<file path="src/rtl/half_pkg.sv">
// rtl/half_pkg.sv - shared binary16 types, constants and helpers for the half_* blocks
package half_pkg;

    typedef logic [15:0] half_t;

    // Input FSM of the vector summer.
    typedef enum logic {
        IDLE  = 1'b0,
        ACCUM = 1'b1
    } acc_state_t;

    localparam half_t HALF_POS_ZERO = 16'h0000;
    localparam half_t HALF_ONE      = 16'h3C00;

    // Widest keep mask popcount accepts; callers zero-extend into it.
    localparam int POP_MAX = 256;

    function automatic logic [15:0] popcount(input logic [POP_MAX-1:0] v);
        logic [15:0] n;
        n = '0;
        for (int i = 0; i < POP_MAX; i++) begin
            n = n + 16'(v[i]);
        end
        return n;
    endfunction

endpackage

</file>
<file path="src/rtl/delay.sv">
// rtl/delay.sv - fixed-depth register delay line with asynchronous clear
// Ports: clk, rstn (async, active-low), d (WIDTH) in, q (WIDTH) out = d delayed DEPTH cycles.
module delay #(
    parameter int WIDTH = 1,
    parameter int DEPTH = 1
) (
    input  logic             clk,
    input  logic             rstn,
    input  logic [WIDTH-1:0] d,
    output logic [WIDTH-1:0] q
);

    if (DEPTH == 0) begin : g_wire
        assign q = d;
    end else begin : g_pipe
        logic [WIDTH-1:0] pipe [DEPTH];

        always_ff @(posedge clk or negedge rstn) begin
            if (!rstn) begin
                for (int i = 0; i < DEPTH; i++) begin
                    pipe[i] <= '0;
                end
            end else begin
                pipe[0] <= d;
                for (int i = 1; i < DEPTH; i++) begin
                    pipe[i] <= pipe[i-1];
                end
            end
        end

        assign q = pipe[DEPTH-1];
    end

endmodule

</file>
<file path="src/rtl/half_add.sv">
// rtl/half_add.sv - binary16 adder, round-to-nearest-even, one output register
// Ports: clk, rstn (async, active-low), a/b binary16 operands, sum = a+b registered (latency 1).
module half_add
    import half_pkg::*;
(
    input  logic  clk,
    input  logic  rstn,
    input  half_t a,
    input  half_t b,
    output half_t sum
);

    logic        a_nan, b_nan, a_inf, b_inf;
    half_t       big, sml, res;
    logic [4:0]  eb, es, d;
    logic [13:0] xb, xs, mask, al, s;
    logic [14:0] s15;
    logic [6:0]  e;
    logic [11:0] m12;
    logic        rnd;

    always_comb begin
        a_nan = (&a[14:10]) && (|a[9:0]);
        b_nan = (&b[14:10]) && (|b[9:0]);
        a_inf = (&a[14:10]) && !(|a[9:0]);
        b_inf = (&b[14:10]) && !(|b[9:0]);

        // Order by magnitude so the difference is never negative.
        big = (b[14:0] > a[14:0]) ? b : a;
        sml = (b[14:0] > a[14:0]) ? a : b;

        // Subnormals share exponent 1 with a zero hidden bit.
        eb = (big[14:10] == 5'd0) ? 5'd1 : big[14:10];
        es = (sml[14:10] == 5'd0) ? 5'd1 : sml[14:10];
        d  = eb - es;

        // Three extra bits: guard, round, sticky.
        xb   = {big[14:10] != 5'd0, big[9:0], 3'b000};
        xs   = {sml[14:10] != 5'd0, sml[9:0], 3'b000};
        mask = (14'd1 << d) - 14'd1;
        al   = (xs >> d) | {13'd0, |(xs & mask)};

        s15 = (big[15] == sml[15]) ? ({1'b0, xb} + {1'b0, al})
                                   : ({1'b0, xb} - {1'b0, al});

        e = {2'b00, eb};
        if (s15[14]) begin
            s = s15[14:1] | {13'd0, s15[0]};
            e = e + 7'd1;
        end else begin
            s = s15[13:0];
        end

        // Left-normalise, stopping at the subnormal exponent.
        for (int i = 0; i < 13; i++) begin
            if (!s[13] && (e > 7'd1)) begin
                s = s << 1;
                e = e - 7'd1;
            end
        end

        rnd = s[2] & (s[1] | s[0] | s[3]);
        m12 = {1'b0, s[13:3]} + {11'd0, rnd};
        if (m12[11]) begin
            m12 = m12 >> 1;
            e   = e + 7'd1;
        end

        if (e >= 7'd31) begin
            res = {big[15], 5'h1F, 10'd0};
        end else begin
            res = {big[15], (m12[10] ? e[4:0] : 5'd0), m12[9:0]};
        end

        // Exact cancellation gives +0 unless both operands were negative.
        if (s15 == 15'd0) begin
            res = {big[15] & sml[15], 15'd0};
        end

        if (a_nan || b_nan || (a_inf && b_inf && (a[15] != b[15]))) begin
            res = 16'h7E00;
        end else if (a_inf) begin
            res = a;
        end else if (b_inf) begin
            res = b;
        end
    end

    always_ff @(posedge clk or negedge rstn) begin
        if (!rstn) begin
            sum <= HALF_POS_ZERO;
        end else begin
            sum <= res;
        end
    end

endmodule

</file>
<file path="src/rtl/half_tree_v.sv">
// rtl/half_tree_v.sv - masked, padded, pipelined LANES-to-1 half_add tree with sideband delay
// Ports: clk, rstn; in_valid/in_first/in_last/in_keep/in_data beat in;
//        tree_valid/tree_first/tree_last/tree_cnt/tree_sum out, $clog2(LANES) cycles later.
module half_tree_v
    import half_pkg::*;
#(
    parameter int LANES = 8,
    parameter int CW    = $clog2(LANES + 1)
) (
    input  logic             clk,
    input  logic             rstn,
    input  logic             in_valid,
    input  logic             in_first,
    input  logic             in_last,
    input  logic [LANES-1:0] in_keep,
    input  half_t            in_data [LANES],
    output logic             tree_valid,
    output logic             tree_first,
    output logic             tree_last,
    output logic [CW-1:0]    tree_cnt,
    output half_t            tree_sum
);

    localparam int LEVELS = $clog2(LANES);
    localparam int P      = 1 << LEVELS;

    // Heap layout: node[1] is the root, node[P..2P-1] are the leaves.
    half_t node [1:2*P-1];

    for (genvar j = 0; j < P; j++) begin : g_leaf
        if (j < LANES) begin : g_lane
            assign node[P+j] = in_keep[j] ? in_data[j] : HALF_POS_ZERO;
        end else begin : g_pad
            assign node[P+j] = HALF_POS_ZERO;
        end
    end

    for (genvar i = 1; i < P; i++) begin : g_add
        half_add u_add (
            .clk  (clk),
            .rstn (rstn),
            .a    (node[2*i]),
            .b    (node[2*i+1]),
            .sum  (node[i])
        );
    end

    assign tree_sum = node[1];

    logic [CW-1:0]   pop;
    logic [CW+2:0]   side_d, side_q;

    assign pop    = CW'(popcount(POP_MAX'(in_keep)));
    assign side_d = {in_valid, in_first, in_last, pop};

    delay #(
        .WIDTH (CW + 3),
        .DEPTH (LEVELS)
    ) u_side (
        .clk  (clk),
        .rstn (rstn),
        .d    (side_d),
        .q    (side_q)
    );

    assign {tree_valid, tree_first, tree_last, tree_cnt} = side_q;

endmodule

</file>
<file path="src/rtl/half_sum_acc_v.sv">
// rtl/half_sum_acc_v.sv - streaming binary16 vector summer: tree per beat, accumulator across beats
// Ports: clk, rstn (async, active-low); in_valid/in_last/in_keep/in_data beat in (no backpressure);
//        out_valid one-cycle pulse per vector, out_sum binary16 sum, out_count saturating kept count.
module half_sum_acc_v
    import half_pkg::*;
#(
    parameter int LANES = 8,
    parameter int CNT_W = 16
) (
    input  logic             clk,
    input  logic             rstn,
    input  logic             in_valid,
    input  logic             in_last,
    input  logic [LANES-1:0] in_keep,
    input  half_t            in_data [LANES],
    output logic             out_valid,
    output half_t            out_sum,
    output logic [CNT_W-1:0] out_count
);

    localparam int CW = $clog2(LANES + 1);

    acc_state_t state;

    always_ff @(posedge clk or negedge rstn) begin
        if (!rstn) begin
            state <= IDLE;
        end else if (in_valid) begin
            state <= in_last ? IDLE : ACCUM;
        end
    end

    logic          tree_valid, tree_first, tree_last;
    logic [CW-1:0] tree_cnt;
    half_t         tree_sum;

    half_tree_v #(
        .LANES (LANES),
        .CW    (CW)
    ) u_tree (
        .clk        (clk),
        .rstn       (rstn),
        .in_valid   (in_valid),
        .in_first   (in_valid && (state == IDLE)),
        .in_last    (in_valid && in_last),
        .in_keep    (in_keep),
        .in_data    (in_data),
        .tree_valid (tree_valid),
        .tree_first (tree_first),
        .tree_last  (tree_last),
        .tree_cnt   (tree_cnt),
        .tree_sum   (tree_sum)
    );

    // A first beat restarts from +0; idle cycles add +0 so acc holds.
    half_t acc, acc_a, acc_b;

    assign acc_a = tree_valid ? tree_sum : HALF_POS_ZERO;
    assign acc_b = (tree_valid && tree_first) ? HALF_POS_ZERO : acc;

    half_add u_acc (
        .clk  (clk),
        .rstn (rstn),
        .a    (acc_a),
        .b    (acc_b),
        .sum  (acc)
    );

    logic [CNT_W-1:0] cnt, cnt_base, cnt_next, sum_cnt_q;
    logic [CNT_W:0]   cnt_ext;
    half_t            sum_q;

    always_comb begin
        cnt_base = tree_first ? '0 : cnt;
        cnt_ext  = {1'b0, cnt_base} + (CNT_W+1)'(tree_cnt);
        cnt_next = cnt_ext[CNT_W] ? '1 : cnt_ext[CNT_W-1:0];
    end

    always_ff @(posedge clk or negedge rstn) begin
        if (!rstn) begin
            cnt       <= '0;
            out_valid <= 1'b0;
            sum_q     <= HALF_POS_ZERO;
            sum_cnt_q <= '0;
        end else begin
            out_valid <= tree_valid && tree_last;
            if (tree_valid) begin
                cnt <= cnt_next;
            end
            if (out_valid) begin
                sum_q     <= acc;
                sum_cnt_q <= cnt;
            end
        end
    end

    // acc/cnt move on with the next vector, so the completed result is held separately.
    assign out_sum   = out_valid ? acc : sum_q;
    assign out_count = out_valid ? cnt : sum_cnt_q;

endmodule

</file>
<file path="config.mk">
export PLATFORM = sky130hd
export DESIGN_NAME = half_sum_acc_v
export DESIGN_NICKNAME = d
export VERILOG_FILES = /design/src/rtl/half_pkg.sv /design/src/rtl/delay.sv /design/src/rtl/half_add.sv /design/src/rtl/half_tree_v.sv /design/src/rtl/half_sum_acc_v.sv
export SDC_FILE = /design/constraint.sdc
export NUM_CORES = 2
export LEC_CHECK = 0
export BUFFER_PORTS_ARGS = -buffer_cell sky130_fd_sc_hd__buf_4
export CAP_MARGIN = 15
export CORE_ASPECT_RATIO = 0.7
export CORE_MARGIN = 10
export CORE_UTILIZATION = 45
export CTS_BUF_LIST = sky130_fd_sc_hd__clkbuf_2
export DETAILED_ROUTE_END_ITERATION = 7
export GPL_TIMING_DRIVEN = 0
export PLACE_DENSITY = 0.71
export SETUP_SLACK_MARGIN = 0.3
export SYNTH_ARGS = -nofsm -noshare
export SYNTH_HDL_FRONTEND = slang
export SYNTH_HIERARCHICAL = 1
export SYNTH_SLANG_ARGS = --single-unit
</file>
<file path="constraint.sdc">
create_clock -name clk -period 23.3 [get_ports clk]
set_clock_uncertainty 0.1 [all_clocks]
set_input_delay 4.66 -clock clk [delete_from_list [all_inputs] [get_ports clk]]
set_output_delay 4.66 -clock clk [all_outputs]
set_load 0.01 [all_outputs]
</file>
==> results.py <==
metrics = {
    "global_routing": {
        "overflow": 0,
        "grt_pass1_wl_microns": 479200,
        "use_met1": 0.4524,
        "grt_use_met3": 0.04842,
        "grt_pass1_vias": 85295,
        "grt_usage": 0.2846,
        "gr-usage-met2": 0.3962,
        "grt_max_degree": 118,
        "busiest_layer": "met1",
        "antenna_found_initial": 3,
    },
    "placed_design": {
        "gp_congestion": 1.034,
        "io_buffer_count": 172,
        "dp_hpwl_microns": 248300,
        "dp_cells": 14165,
    },
    "yosys": {
        "syn_inst": 11610,
        "synth_area_sq_mm": 0.08117,
        "synth_seq_cells": 199,
        "synth_top_area_cell": "mux2i_1",
        "synth.most_common_cell": "nand2_1",
        "syn_nets": 12170,
        "synth.top_cells.by_count": "nand2_1, nor2_1, a21oi_1",
        "syn_avg_cell_area_sq_um": 6.992,
        "synth_edf_count": 0,
        "yosys_warnings": 6,
        "yosysTopAreaCellShare": 0.06795,
        "yosys-top-cells-area": "mux2i_1, ha_1, dfrtp_1, a21oi_1, nand2_1",
        "ys_types": 186,
        "async_reset_ff_frac": 1.000,
        "synth_flop_cell": "dfrtp_1",
        "yosysSeqAreaShare": 0.06135,
    },
    "sta": {
        "worst_pin_slew_ns": 1.381,
        "fmax_ghz": 0.04467,
        "rsz0062_at_grt": "false",
        "slew_headroom": 0.07061,
        "finalSetupViolCount": 0,
        "final_max_slew_viol_count": 0,
        "min_period_ns": 22.39,
        "hold_viol_final": 0,
        "period_share": 0.9609,
    },
    "detailed_routing": {
        "drt_pre_antenna_iters": 7,
        "ant_nets": 0,
        "wl_per_cell_microns": 21.46,
        "routed_wl_microns": 305800,
        "drtIter0Drc": 12767,
        "vias": 96038,
        "vias_per_cell": 6.740,
        "drc": 0,
    },
    "clock_network": {
        "clkLatencyLatePin_ns": 1.24,
        "ctsHtreeMaxLevel": 4,
        "cts-hold-fix-buffers": 0,
        "clkTransAtPathRegs_ns": 0.38,
        "clockBufferDepth": 2,
        "cts_tree": "built",
        "cts_root_buf": "clkbuf_2",
        "cts_made_buffers": 17,
        "cts.sink_count": 199,
    },
    "finish": {
        "nets": 12412,
        "instances_no_fill": 14248,
        "drive_above_1_share": 0.1341,
        "syn2layout_area_growth_pct": 7.291,
    },
    "floorplan": {
        "die_area_sq_mm": 0.1980,
        "die_w_microns": 527.6,
        "io_pins": 173,
        "start_util": 0.4524,
        "placementRows": 130,
        "die_h_microns": 375.3,
        "core-area_sq_mm": 0.1794,
    },
    "run_status": {
        "status": "finished clean",
    },
    "setup_path": {
        "critPathCaptureType": "flop",
        "cpMostUsedCell": "buf_4",
        "critPathMaxFanout": 11,
        "cp_data_required_time_ns": 24.28,
        "critPathArrivalTime_ns": 23.37,
        "setup.worst_path.start_class": "primary input",
        "cp_slowest_cell": "or4b_1",
        "slowest_delay_ns": 0.56,
        "crit_type": "primary input to flop",
    },
    "min_path": {
        "worstHoldPathType": "flop to flop",
    },
    "run": {
        "cap_violations": 0,
    },
}
==> kinds of logic after synthesis <==
group | after synthesis | synth area share
xor gates and xnor gates | 379 | 0.04384
buffers and inverters | 1018 | 0.05793
AOI/OAI and AO/OA | 4218 | 0.3785
adders and majority gates | 420 | 0.06668
and+or+nand+nor | 4663 | 0.2984
DFF | 199 | 0.06135
muxes | 713 | 0.09322
==> metal layers <==
layer | up-vias | wire (microns)
met5 | - | 0
met4 | 0 | 4262
met3 | 322 | 34410
met2 | 5376 | 120500
met1 | 45621 | 146600
li1 | 44719 | -
==> sequential cells by signal, summed over array words and instances (netlist names) <==
register and cells:
cnt 16, u_tree/u_side/g_pipe.pipe 14, sum_q 16, out_valid 1, u_tree/g_add.u_add/sum 112, sum_cnt_q 16, u_tree/u_side/q 7, state 1
u_acc/sum 16
==> stage by stage <==
| step | util | hold WS, ns | setup slack [ns] | cell area, sq um | TNS (ns) |
|---|---|---|---|---|---|
| global placement | 0.4762 | 0.2352 | -2.480 | 85440 | -100.78 |
| detailed placement | 0.4766 | 0.2363 | -2.512 | 85510 | -109.64 |
| finish | 0.4854 | 0.2562 | 0.9115 | 87090 | 0 |
| CTS | 0.4795 | 0.2745 | 0.2964 | 86020 | 0 |
| floorplan | - | 0.2312 | 2.144 | 81170 | 0 |
| global route | 0.4854 | 0.2921 | 0.2054 | 87090 | 0 |
==> critical path: cells and delay by family <==
kind            cells  cell delay [ns]
compound gates     26             6.67
simple gates       14             3.71
buf+inv            19             3.49
mux                 6             2.00
fa+ha+maj           6             1.84
xor+xnor            4             0.96
==> final timing paths <==
check | start | to | slack (ns) | cells after the start
worst min register to register | u_tree/u_side/g_pipe.pipe[10]$_DFF_PN0_ | u_tree/u_side/q[3]$_DFF_PN0_ | 0.26 | 0
min in group asynchronous | rstn | u_tree/g_add[7].u_add/sum[15]$_DFF_PN0_ | 3.27 | 1
worst min-delay path | u_tree/u_side/g_pipe.pipe[10]$_DFF_PN0_ | u_tree/u_side/q[3]$_DFF_PN0_ | 0.26 | 0
max in group asynchronous | rstn | u_acc/sum[2]$_DFF_PN0_ | 18.73 | 2
worst max-delay path | in_keep[2] | u_tree/g_add[5].u_add/sum[9]$_DFF_PN0_ | 0.91 | 75
worst max register to register | u_tree/u_side/q[5]$_DFF_PN0_ | u_acc/sum[6]$_DFF_PN0_ | 1.62 | 72
==> repair_timing <==
action	4_1_cts	5_1_grt
buffers inserted	9	33
resized for setup	37	208
pin swaps	4	19
hold endpoints to repair	0	0
endpoints found under the setup margin	60	74
==> cell usage in the layout (no fill, tap or decap), types with 115 or more instances in the layout <==
cell type	Yosys	routed
o211ai_1	227	227
mux2_2	122	122
nand2b_1	115	115
dfrtp_1	199	199
a21o_1	212	212
inv_1	498	498
nand3_1	386	386
mux2i_1	551	538
o21ai_0	664	654
or3_1	122	122
nand2_1	1265	1263
buf_4	75	291
and3_1	152	152
nand4_1	159	159
a21oi_1	979	968
xnor2_1	250	241
clkbuf_1	251	221
and2_1	239	238
nor2_1	1075	1065
nor3_1	320	314
a31oi_1	176	169
ha_1	399	397
a211oi_1	271	266
==> cell type report <==
class	count	area, sq um
Sequential cell	199	4980
Clock inverter	15	183.9
Buffer	502	2815
Inverter	516	1938
Fill cell	17950	92320
Multi-Input combinational cell	10393	72400
Antenna cell	7	17.52
Tap cell	2376	2973
Clock buffer	17	85.08
Timing Repair Buffer	223	1699
Power is left out: the tool's default activity adds up to more than one toggle a clock period on the data nets, which glitch-free logic cannot reach.
